File: src/rtl/fifo_burst_reader_pkg.sv
// Shared types and constants for the FIFO read-side burst consumer.
package fifo_rd_pkg;
    localparam int DATA_W    = 16;
    localparam int USEDW_W   = 7;
    localparam int FILL_FULL = 128;

    typedef enum logic [1:0] {
        ST_IDLE  = 2'd0,
        ST_READ  = 2'd1,
        ST_DRAIN = 2'd2
    } state_t;
endpackage

File: src/rtl/fifo_burst_reader_stream_buf2.sv
// Two-entry registered valid/ready buffer carrying data+last. The writer must
// respect the reported occupancy; a push into a full, non-popping buffer is illegal.
module stream_buf2 #(
    parameter int DATA_W = 16
) (
    input  logic              clk,
    input  logic              rst,
    input  logic              push,
    input  logic [DATA_W-1:0] push_data,
    input  logic              push_last,
    input  logic              out_ready,
    output logic              out_valid,
    output logic [DATA_W-1:0] out_data,
    output logic              out_last,
    output logic [1:0]        occupancy
);
    logic [DATA_W-1:0] skid_data;
    logic              skid_last;
    logic              pop;

    assign pop = out_valid & out_ready;

    always_ff @(posedge clk or posedge rst) begin
        if (rst) begin
            occupancy <= 2'd0;
            out_valid <= 1'b0;
            out_data  <= '0;
            out_last  <= 1'b0;
            skid_data <= '0;
            skid_last <= 1'b0;
        end else begin
            case (occupancy)
                2'd0: begin
                    if (push) begin
                        out_valid <= 1'b1;
                        out_data  <= push_data;
                        out_last  <= push_last;
                        occupancy <= 2'd1;
                    end
                end
                2'd1: begin
                    if (push && pop) begin
                        out_data <= push_data;
                        out_last <= push_last;
                    end else if (push) begin
                        skid_data <= push_data;
                        skid_last <= push_last;
                        occupancy <= 2'd2;
                    end else if (pop) begin
                        out_valid <= 1'b0;
                        out_last  <= 1'b0;
                        occupancy <= 2'd0;
                    end
                end
                default: begin
                    // Head holds while stalled; skid shifts forward on pop.
                    if (pop) begin
                        out_data <= skid_data;
                        out_last <= skid_last;
                        if (push) begin
                            skid_data <= push_data;
                            skid_last <= push_last;
                        end else begin
                            occupancy <= 2'd1;
                        end
                    end
                end
            endcase
        end
    end
endmodule

File: src/rtl/fifo_burst_reader.sv
// Drains fixed-length bursts from a normal-mode FIFO into a valid/ready stream.
// Optional build macro FIFO_BURST_CHKSUM_EN appends a 16-bit sum word to each burst.
//
// state    | meaning
// ST_IDLE  | waiting for enable and a full burst buffered in the FIFO
// ST_READ  | issuing rdreq until BURST_LEN words requested
// ST_DRAIN | all words requested; emptying buffer until the last word is accepted
import fifo_rd_pkg::*;

module fifo_burst_reader #(
    parameter int BURST_LEN = 64,
    parameter int USEDW_W   = fifo_rd_pkg::USEDW_W,
    parameter int DATA_W    = fifo_rd_pkg::DATA_W
) (
    input  logic               rdclk,
    input  logic               rst,
    input  logic               enable,
    input  logic               rdempty,
    input  logic               rdfull,
    input  logic [USEDW_W-1:0] rdusedw,
    input  logic [DATA_W-1:0]  q,
    output logic               rdreq,
    output logic [DATA_W-1:0]  m_data,
    output logic               m_valid,
    input  logic               m_ready,
    output logic               m_last,
    output logic               busy,
    output logic [15:0]        burst_cnt
);
    localparam int CNT_W = 8;
    localparam logic [CNT_W-1:0] BURST_N = CNT_W'(BURST_LEN);

    state_t            state, state_nx;
    logic [CNT_W-1:0]  issued;
    logic [CNT_W-1:0]  fill;
    logic              rdreq_q;
    logic [1:0]        occ;
    logic [2:0]        credit;
    logic              pop, start, done;
    logic              push, push_last;
    logic [DATA_W-1:0] push_data;

    assign fill   = rdfull ? CNT_W'(FILL_FULL) : CNT_W'(rdusedw);
    assign pop    = m_valid & m_ready;
    // Words already in the buffer plus the one on its way, net of this cycle's pop.
    assign credit = {1'b0, occ} + {2'b00, rdreq_q} - {2'b00, pop};
    assign busy   = (state != ST_IDLE);

    always_ff @(posedge rdclk or posedge rst) begin
        if (rst) state <= ST_IDLE;
        else     state <= state_nx;
    end

    always_comb begin
        state_nx = state;
        rdreq    = 1'b0;
        start    = 1'b0;
        done     = 1'b0;
        case (state)
            ST_IDLE: begin
                if (enable && (fill >= BURST_N)) begin
                    start    = 1'b1;
                    state_nx = ST_READ;
                end
            end
            ST_READ: begin
                rdreq = !rdempty && (issued < BURST_N) && (credit < 3'd2);
                if (issued == BURST_N) state_nx = ST_DRAIN;
            end
            ST_DRAIN: begin
                if (pop && m_last) begin
                    done     = 1'b1;
                    state_nx = ST_IDLE;
                end
            end
            default: state_nx = ST_IDLE;
        endcase
    end

    always_ff @(posedge rdclk or posedge rst) begin
        if (rst) begin
            issued    <= '0;
            rdreq_q   <= 1'b0;
            burst_cnt <= 16'd0;
        end else begin
            rdreq_q <= rdreq;
            if (start)      issued <= '0;
            else if (rdreq) issued <= issued + CNT_W'(1);
            if (done) burst_cnt <= burst_cnt + 16'd1;
        end
    end

`ifdef FIFO_BURST_CHKSUM_EN
    logic [DATA_W-1:0] chksum;
    logic              chk_push;

    // Buffer empty with nothing in flight during DRAIN means every data word is accepted.
    assign chk_push  = (state == ST_DRAIN) && (occ == 2'd0) && !rdreq_q;
    assign push      = rdreq_q | chk_push;
    assign push_data = chk_push ? chksum : q;
    assign push_last = chk_push;

    always_ff @(posedge rdclk or posedge rst) begin
        if (rst)          chksum <= '0;
        else if (start)   chksum <= '0;
        else if (rdreq_q) chksum <= chksum + q;
    end
`else
    logic [CNT_W-1:0] returned;

    assign push      = rdreq_q;
    assign push_data = q;
    assign push_last = (returned == BURST_N - CNT_W'(1));

    always_ff @(posedge rdclk or posedge rst) begin
        if (rst)          returned <= '0;
        else if (start)   returned <= '0;
        else if (rdreq_q) returned <= returned + CNT_W'(1);
    end
`endif

    stream_buf2 #(.DATA_W(DATA_W)) u_buf (
        .clk       (rdclk),
        .rst       (rst),
        .push      (push),
        .push_data (push_data),
        .push_last (push_last),
        .out_ready (m_ready),
        .out_valid (m_valid),
        .out_data  (m_data),
        .out_last  (m_last),
        .occupancy (occ)
    );
endmodule

File: config.mk
export PLATFORM = sky130hd
export DESIGN_NAME = fifo_burst_reader
export DESIGN_NICKNAME = d
export VERILOG_FILES = /design/src/rtl/fifo_burst_reader_pkg.sv /design/src/rtl/fifo_burst_reader_stream_buf2.sv /design/src/rtl/fifo_burst_reader.sv
export SDC_FILE = /design/constraint.sdc
export NUM_CORES = 1
export LEC_CHECK = 0
export CORE_MARGIN = 3
export CORE_UTILIZATION = 40
export DETAILED_ROUTE_END_ITERATION = 7
export MAX_ROUTING_LAYER = met4
export PLACE_DENSITY = 0.65
export SYNTH_ARGS = -nofsm -noshare
export SYNTH_HDL_FRONTEND = slang
export SYNTH_SLANG_ARGS = --single-unit
export TNS_END_PERCENT = 5
File: constraint.sdc
create_clock -name rdclk -period 2.55 [get_ports rdclk]
set_input_delay 0.3825 -clock rdclk [delete_from_list [all_inputs] [get_ports rdclk]]
set_output_delay 0.3825 -clock rdclk [all_outputs]
set_load 0.01 [all_outputs]
# ---- Word level (Yosys, flattened, before mapping)
# Cells that the tools add are included.
# W data, S select, Z words.
dict set report totals {
  input_bits 29
  out_inout_bits 36
  register_bits 72
}
dict set report op_classes {
  n_mux 42
  bitwise 2
  addsub 5
  eq_ne 17
  n_lt_le_gt_ge 3
  reduce_logical 20
}
# op n
set ops {}
lappend ops {{$mux W16} 6}
lappend ops {{$pmux W16 S2} 2}
lappend ops {{$mux W8} 5}
lappend ops {{$mux W2} 9}
lappend ops {{$add A16 B1 Y16 const B} 1}
lappend ops {{$add A8 B1 Y8 const B} 2}
lappend ops {{$mux W1} 15}
lappend ops {{$ne A2 B2 Y1 const B} 7}
lappend ops {{$reduce_and A5 Y1} 2}
lappend ops {{$reduce_bool A2 Y1} 5}
lappend ops {{$reduce_and A3 Y1} 3}
lappend ops {{$eq A8 B6 Y1 const B} 1}
lappend ops {{$eq A8 B7 Y1 const B} 1}
lappend ops {{$ge A8 B7 Y1 const B} 1}
lappend ops {{$lt A8 B7 Y1 const B} 1}
lappend ops {{$ne A3 B2 Y1 const B} 2}
lappend ops {{$pmux W1 S2} 3}
lappend ops {{$pmux W2 S3} 1}
lappend ops {{$logic_and A1 B1 Y1} 5}
lappend ops {{$eq A2 B1 Y1 const B} 2}
lappend ops {{$logic_not A2 Y1} 2}
lappend ops {{$pmux W2 S2} 1}
lappend ops {{$reduce_and A4 Y1} 1}
lappend ops {{$add A2 B1 Y3} 1}
lappend ops {{other kinds (10)} 10}

# ---- Logic depth before layout (Yosys ltp)
# Gate-level depths: netlist (run 1).
dict set report depth {
  word_depth 7
  ltp_mapped 8
  ltp_nobuf 8
}

# ---- By module
# From an unflattened synthesis (run 1), not the netlist that was laid out.
dict set report hier_totals {
  hier_cells 315
  hier_area_um2 3529.6
}
# mod cells_per_inst area_each_um2 instances seq_area_each_um2
set modules_own_cells {}
lappend modules_own_cells {stream_buf2 156 1834.3 1 925.9}
lappend modules_own_cells {fifo_burst_reader 159 1695.4 1 875.8}

# ---- Worst setup path after synthesis (run 1)
# No wires, ideal clock.
dict set report synth_timing {
  path_kind {reg2reg}
  startpoint {reg u_buf.out_valid}
  endpoint {reg issued[5]}
  t_arrival_ns 2.376
  n_path_buf 0
  synth_period_minus_slack_ns 2.454
  stages_incl_launch_ff 9
  t_required_ns 2.473
  setup_time_ns 0.077
  setup_slack_ns 0.096
  cell_sequence {dfrtp_1 -> nand2_1 -> nor2_1 -> o21ai_0 -> fa_1 -> nor4b_4 -> nand4_1 -> or4_1 -> a21oi_1}
}
dict set report synth_between {
  elab_chain_cells 6
}
# element line
set synth_rtl {}
lappend synth_rtl {{start: declaration} fifo_burst_reader_stream_buf2.sv:12} ;# output logic out_valid,
lappend synth_rtl {{start signal: assignment} fifo_burst_reader_stream_buf2.sv:26} ;# out_valid <= 1'b0;
lappend synth_rtl {{start signal: assignment} fifo_burst_reader_stream_buf2.sv:35} ;# out_valid <= 1'b1;
lappend synth_rtl {{start signal: assignment} fifo_burst_reader_stream_buf2.sv:50} ;# out_valid <= 1'b0;
lappend synth_rtl {{$and A1 B1 Y1} fifo_burst_reader.sv:44} ;# assign pop = m_valid & m_ready;
lappend synth_rtl {{$sub A3 B1 Y3} fifo_burst_reader.sv:46} ;# assign credit = {1'b0, occ} + {2'b00, rdreq_q} - {2'b00, pop};
lappend synth_rtl {{$lt A3 B2 Y1} fifo_burst_reader.sv:67} ;# rdreq = !rdempty && (issued < BURST_N) && (credit < 3'd2);
lappend synth_rtl {{$logic_and A1 B1 Y1} fifo_burst_reader.sv:67}
lappend synth_rtl {{$mux W1} fifo_burst_reader.sv:59} ;# case (state)
lappend synth_rtl {{$reduce_bool A2 Y1 (no line)} -}
lappend synth_rtl {{end signal: assignment} fifo_burst_reader.sv:88} ;# else if (rdreq) issued <= issued + CNT_W'(1);
lappend synth_rtl {{end: declaration} fifo_burst_reader.sv:34} ;# logic [CNT_W-1:0] issued;
# No other way between the ends.
# A chain may end at the register's enable or synchronous reset.

# ---- Worst setup path in the final report (run 1)
dict set report layout_timing {
  startpoint {reg u_buf.out_valid}
  endpoint {out rdreq}
}
dict set report layout_between {
  elab_chain_cells 5
}
# element line
set layout_rtl {}
lappend layout_rtl {{$and A1 B1 Y1} fifo_burst_reader.sv:44}
lappend layout_rtl {{$sub A3 B1 Y3} fifo_burst_reader.sv:46}
lappend layout_rtl {{$lt A3 B2 Y1} fifo_burst_reader.sv:67}
lappend layout_rtl {{$logic_and A1 B1 Y1} fifo_burst_reader.sv:67}
lappend layout_rtl {{$mux W1} fifo_burst_reader.sv:59}
lappend layout_rtl {{end: declaration} fifo_burst_reader.sv:22} ;# output logic rdreq,
# No other way between the ends.

==> results.json, run 1 <==
{
  "max_cap_violations": 0,
  "drt_wl_total_um": 6550,
  "final_antenna_net_count": 0,
  "antenna_found_initial": 0,
  "dp_hpwl_um": 4370,
  "htreeDepth": 3,
  "vdd_drop_max_uv": 393,
  "hold_viol": 0,
  "clock_latency_ns": 0.34,
  "cp_data_arrival_time_ns": 2.09,
  "viasPerCell": 5.07,
  "power.internal_mw": 2.92,
  "slew_headroom": 0.689,
  "synth_top_family_by_area": "simple AND/OR/NAND/NOR gates",
  "synth_cell_types": 47,
  "timing.fmax_mhz": 405,
  "synth_compound_area_frac": 0.0633,
  "design_area_um2": 4410,
  "crit_path_start": "u_buf.out_valid$_DFFE_PP0P_",
  "clk_pin_slew_ns": 0.07,
  "postSynthCellCount": 289,
  "mappedNetlistArea_um2": 3320,
  "placementRows": 32,
  "grt.total_usage": 0.150,
  "r2r-end": "issued[5]$_DFFE_PP0P_",
  "rsz0062_at_grt": "true",
  "path_depth": 8,
  "fp.dieH_um": 97.2,
  "ys_seq_area_frac": 0.542,
  "syn-num-nets": 323,
  "comb_power_share": 0.278,
  "p_leak_nw": 2.00,
  "ys_warn_count": 0,
  "ys.flop_type": "dfrtp_1",
  "area_growth_pct": 32.6,
  "clock_skew_ns": 0.00767,
  "hp-class": "input pin to async pin",
  "cpPeakStageDelay_ns": 0.48,
  "clkSinkCount": 72,
  "critical_path_buf_inv_count": 2,
  "ff2ff_path_depth": 9,
  "nets": 399,
  "synth.avg_cell_area_um2": 11.5,
  "core_um2": 7890,
  "cp_slowest_cell": "fa_1",
  "grt_overflow": 0,
  "worst_slew_pin_slew_ns": 0.465,
  "ys_seq_elements": 72,
  "grt_max_degree": 73,
  "cts_hold_buf": 0,
  "place_congestion": 0.819,
  "start_util": 0.421,
  "synth-edff-count": 0,
  "grt_pass1_wl_um": 11200,
  "mostFrequentLayoutCell": "dfrtp_1",
  "io_pins": 65,
  "clockBufferDepth": 2,
  "setup_viol": 0,
  "first_iter_violations": 99,
  "cp-end-kind": "output port",
  "path_cells": "nand2_2 > and2_4 > o21ai_2 > fa_1 > nor4b_4 > nand3_2 > inv_2 > buf_6",
  "fill_cells": 684,
  "seq_power_share": 0.427,
  "powerDensity_nw_per_um2": 924,
  "p_clk_frac": 0.295,
  "drcViolationCount": 0,
  "synthAdderAreaFrac": 0.0211,
  "status": "finished clean",
  "synth-simple-area-share": 0.166,
  "diodes": 0,
  "layout-drive-gt1-share": 0.197,
  "wl_per_cell_um": 13.9,
  "dr.pass1.iters": 4,
  "placed_cell_area_um2": 4090,
  "num_vias": 2394,
  "crit_required_ns": 2.17,
  "critPathKind": "flip-flop to output port",
  "power.switching_mw": 1.15,
  "p_sw_frac": 0.282,
  "synth_mux_area_frac": 0.120,
  "die_w_um": 97.2,
  "final_cell_mix": "72 x dfrtp_1, 56 x clkdlybuf4s50_1, 33 x nor2_1",
  "ff2ff_setup_slack_ns": 0.10,
  "crit_path_end": "rdreq",
  "fin_setup_tns_ns": 0,
  "r2r-start": "u_buf.out_valid$_DFFE_PP0P_",
  "clock-root-buffer": "clkbuf_8",
  "fin_crit_ns": 2.47,
  "fin_crit_sh": 0.968,
  "cp_max_fo": 3,
  "maxSlewViolCount": 0,
  "cts_buffers": 9,
  "cp_top_family": "simple AND/OR/NAND/NOR gates",
  "io_buffers": 58,
  "synth_xor_area_frac": 0.0655,
  "die_area_um2": 9440,
  "grt_pass1_vias": 2379,
  "start_kind": "flip-flop",
  "async_flop_share": 1.00,
  "cts_tree": "done"
}
worst min path at each step:
stage,to,cells after the start,slack [ns],startpoint
after floorplan,state[1]$_DFFE_PP0P_,1,0.47,state[0]$_DFFE_PP0P_
after global placement,burst_cnt[15]$_DFFE_PP0P_,1,0.46,burst_cnt[15]$_DFFE_PP0P_
after detailed placement,burst_cnt[15]$_DFFE_PP0P_,1,0.46,burst_cnt[15]$_DFFE_PP0P_
after CTS,burst_cnt[10]$_DFFE_PP0P_,3,0.45,rst
after global routing,u_buf.out_data[13]$_DFFE_PP0P_,3,0.49,rst
final,burst_cnt[14]$_DFFE_PP0P_,3,0.43,rst
layer usage:
| metal | routed length (um) | track usage | up-vias |
|---|---|---|---|
| li1 | - | - | 1166 |
| met1 | 3080 | 0.191 | 1171 |
| met2 | 3060 | 0.228 | 48 |
| met3 | 275 | 0.0323 | 9 |
| met4 | 126 | 0.0713 | 0 |
| met5 | 0 | - | - |
power groups by stage:
| stage | combinational, mW | clock [mW] | sequential, mW |
|---|---|---|---|
| finish | 1.13 | 1.20 | 1.74 |
| global route | 1.25 | 1.27 | 1.79 |
| CTS | 1.12 | 1.23 | 1.73 |
| detailed placement | 1.11 | 0 | 1.76 |
| global placement | 1.09 | 0 | 1.75 |
| floorplan | 0.628 | 0 | 1.77 |
worst register-to-register path: cells and delay by family, from the launching register on:
family / cells / cell delay, ns
DFF: 1 / 0.39
buffers and inverters: 1 / 0.18
and+or+nand+nor: 5 / 1.14
adders and majority gates: 1 / 0.48
AOI/OAI and AO/OA: 2 / 0.19
cells by family after synthesis:
| logic type | after synthesis |
|---|---|
| xor+xnor | 24 |
| buf+inv | 15 |
| flops | 72 |
| mux | 37 |
| compound gates | 36 |
| fa+ha+maj | 5 |
| simple gates | 100 |
final cells by class:
cell class | count | area, um^2 | area share
Multi-Input combinational cell | 202 | 1470 | 0.334
Tap cell | 102 | 128 | 0.0290
Inverter | 6 | 22.5 | 0.00511
Clock buffer | 10 | 138 | 0.0312
Timing Repair Buffer | 74 | 713 | 0.162
Sequential cell | 72 | 1800 | 0.409
Clock inverter | 6 | 130 | 0.0295
synthesized netlist by cell type (all sizes together), types with 4 or more instances:
cell   count  share of area
a21oi     22          0.034
and3       4         0.0075
buf        9          0.015
dfrtp     72           0.54
ha         4          0.015
inv        6         0.0068
mux2      19          0.066
mux2i     18          0.054
nand2     15          0.018
nand3     16          0.024
nand4      7          0.013
nor2      34          0.038
o21ai      7          0.012
xnor2     15          0.042
xor2       9          0.024
per-stage QoR:
stage | setup slack, ns | hold slack [ns] | utilization | cells | total power, mW
6_report | 0.0804 | 0.431 | 0.559 | 472 | 4.07
5_1_grt | -0.0813 | 0.486 | 0.559 | 472 | 4.32
4_1_cts | 0.0351 | 0.445 | 0.553 | 470 | 4.09
3_5_place_dp | -0.571 | 0.463 | 0.519 | 453 | 2.87
3_3_place_gp | -0.551 | 0.462 | 0.519 | 453 | 2.83
2_1_floorplan | 0.0964 | 0.470 | - | 289 | 2.40
timing repair:
action	CTS	global route
pin swaps	3	2
cloned	0	0
endpoints found under the setup margin	1	2
buffers inserted	1	2
gates resized for setup	8	7
sequential cells by signal (all words and copies together) (netlist names):
name             flops
u_buf.skid_last      1
issued               8
u_buf.out_valid      1
burst_cnt           16
u_buf.skid_data     16
returned             8
u_buf.out_last       1
state                2
u_buf.occupancy      2
u_buf.out_data      16
push                 1
(Power assumes the default switching activity.)
==> inputs of run 2 (changes only) <==
--- a/config.mk
+++ b/config.mk
@@ -5,11 +5,14 @@
 export SDC_FILE = /design/constraint.sdc
 export NUM_CORES = 1
 export LEC_CHECK = 0
+export CELL_PAD_IN_SITES_DETAIL_PLACEMENT = 1
+export CELL_PAD_IN_SITES_GLOBAL_PLACEMENT = 2
 export CORE_MARGIN = 3
-export CORE_UTILIZATION = 40
+export CORE_UTILIZATION = 30
 export DETAILED_ROUTE_END_ITERATION = 7
+export HOLD_SLACK_MARGIN = 0.03
 export MAX_ROUTING_LAYER = met4
-export PLACE_DENSITY = 0.65
+export PLACE_DENSITY = 0.73
 export SYNTH_ARGS = -nofsm -noshare
 export SYNTH_HDL_FRONTEND = slang
 export SYNTH_SLANG_ARGS = --single-unit
==> run 2 against run 1 <==
  * Utilization decreased by 14 points
  * Non-clock buffer count increased by 11
  * Global-route usage decreased by 1.8 points
  * Largest cell class unchanged
  * Clock power decreased by 25%
  * Critical endpoint unchanged
  * Setup slack got worse by 0.045 ns
  * Final cell count increased by 9.3%
  * Final area increased by 1.4%
  * Fmax decreased by 1.8%
==> results.json, run 2 (synthesis gave the netlist of run 1 again) <==
{
  "status": "finished clean",
  "placed_cell_area_um2": 4160,
  "place_congestion": 0.700,
  "clk_pin_slew_ns": 0.08,
  "max_cap_violations": 0,
  "maxSlewViolCount": 0,
  "wl_met1_um": 3460,
  "area_growth_pct": 34.4,
  "io_pins": 65,
  "fp.dieH_um": 111,
  "crit_path_start": "u_buf.out_valid$_DFFE_PP0P_",
  "top_regs": "burst_cnt x16, u_buf.out_data x16, u_buf.skid_data x16",
  "dp_hpwl_um": 5360,
  "mostFrequentLayoutCell": "dfrtp_1",
  "htreeDepth": 3,
  "clock-root-buffer": "clkbuf_8",
  "worst_slack_ns": 0.0349,
  "cts_buffers": 9,
  "instances_no_fill": 516,
  "cts_tree": "done",
  "fill_cells": 1182,
  "vdd_drop_max_uv": 334,
  "hold_viol": 0,
  "start_util": 0.315,
  "seqCellArea_um2": 1800,
  "die_area_um2": 12400,
  "grt_overflow": 0,
  "multiInputGateArea_um2": 1490,
  "highest-signal-layer": "met4",
  "place_ws_ns": -0.611,
  "cp-end-kind": "output port",
  "worst_slew_pin_slew_ns": 0.542,
  "timing.fmax_mhz": 398,
  "start_kind": "flip-flop",
  "slew_headroom": 0.634,
  "grt_max_degree": 33,
  "power_mw": 3.85,
  "finish.utilization": 0.423,
  "wl_met2_um": 3860,
  "cp_max_fo": 3,
  "diodes": 0,
  "rsz0062_at_grt": "true",
  "path_cells": "nand2_2 > and2_4 > o21ai_4 > fa_1 > nor4b_4 > nand3_2 > inv_2 > buf_6",
  "cp_slowest_cell": "fa_1",
  "dr.pass1.iters": 4,
  "clockBufferDepth": 2,
  "powerDensity_nw_per_um2": 862,
  "nets": 410,
  "timing.hold.ws_ns": 0.415,
  "grt.total_usage": 0.131,
  "clock_latency_ns": 0.34,
  "hp-class": "input pin to async pin",
  "p_leak_nw": 2.01,
  "wl_per_cell_um": 14.8,
  "fin_crit_ns": 2.52,
  "wl_met3_um": 208,
  "antenna_found_initial": 0,
  "placementRows": 37,
  "cts_hold_buf": 0,
  "r2r-start": "u_buf.out_valid$_DFFE_PP0P_",
  "layout-drive-gt1-share": 0.218,
  "cp_data_arrival_time_ns": 2.13,
  "clock_skew_ns": 0.0132,
  "first_iter_violations": 74,
  "design_area_um2": 4470,
  "critPathKind": "flip-flop to output port",
  "final_cell_mix": "72 x dfrtp_1, 56 x clkdlybuf4s50_1, 33 x nor2_1",
  "fin_setup_tns_ns": 0,
  "io_buffers": 58,
  "num_vias": 2453,
  "cpPeakStageDelay_ns": 0.48,
  "clkSinkCount": 72,
  "viasPerCell": 4.75,
  "drt_wl_total_um": 7660,
  "crit_required_ns": 2.17,
  "setup_viol": 0,
  "grt_pass1_vias": 2592,
  "core_um2": 10600,
  "drcViolationCount": 0,
  "final_antenna_net_count": 0,
  "fin_crit_sh": 0.986,
  "die_w_um": 111,
  "dp_cells": 492,
  "grt_pass1_wl_um": 13000
}
run 2: worst paths after layout:
check,endpoint,slack (ns),depth (start not counted)
worst min register to register,burst_cnt[15]$_DFFE_PP0P_,0.47,1
worst max-delay path,rdreq,0.03,8
min in group rdclk,burst_cnt[15]$_DFFE_PP0P_,0.47,1
max in group asynchronous,issued[7]$_DFFE_PP0P_,1.48,3
worst max register to register,push$_DFF_PP0_,0.05,15
worst min-delay path,u_buf.skid_data[12]$_DFFE_PP0P_,0.42,2
run 2: timing repair:
action | in CTS | in global routing
pin swaps | 5 | 4
gates resized for setup | 13 | 6
setup buffers | 9 | 0
setup endpoints to repair | 2 | 3
run 2: cell type report:
cell class | count | area share
clock buffers | 10 | 0.0308
clock inverters | 5 | 0.0129
inverters | 6 | 0.00504
multi-input cells | 202 | 0.333
flip-flops and latches | 72 | 0.403
well taps | 136 | 0.0381
repair buffers | 85 | 0.177
run 2: worst max-delay path: cells and delay by family (launching register included):
family / cells / cell delay, ns
fa+ha+maj: 1 / 0.48
simple gates: 4 / 0.68
flops: 1 / 0.39
compound gates: 1 / 0.05
buf+inv: 2 / 0.19
run 2: power by group:
group	leakage [nW]	total [mW]	internal, mW	switching, mW
Sequential	0.886	1.75	1.50	0.245
Clock	0.0904	0.900	0.471	0.429
Combinational	1.03	1.20	0.691	0.511
run 2: per-layer routing:
layer | vias to the layer above | GRT usage
met5 | - | -
met4 | 0 | 0.0470
met3 | 11 | 0.0229
met2 | 36 | 0.218
met1 | 1222 | 0.162
li1 | 1184 | -
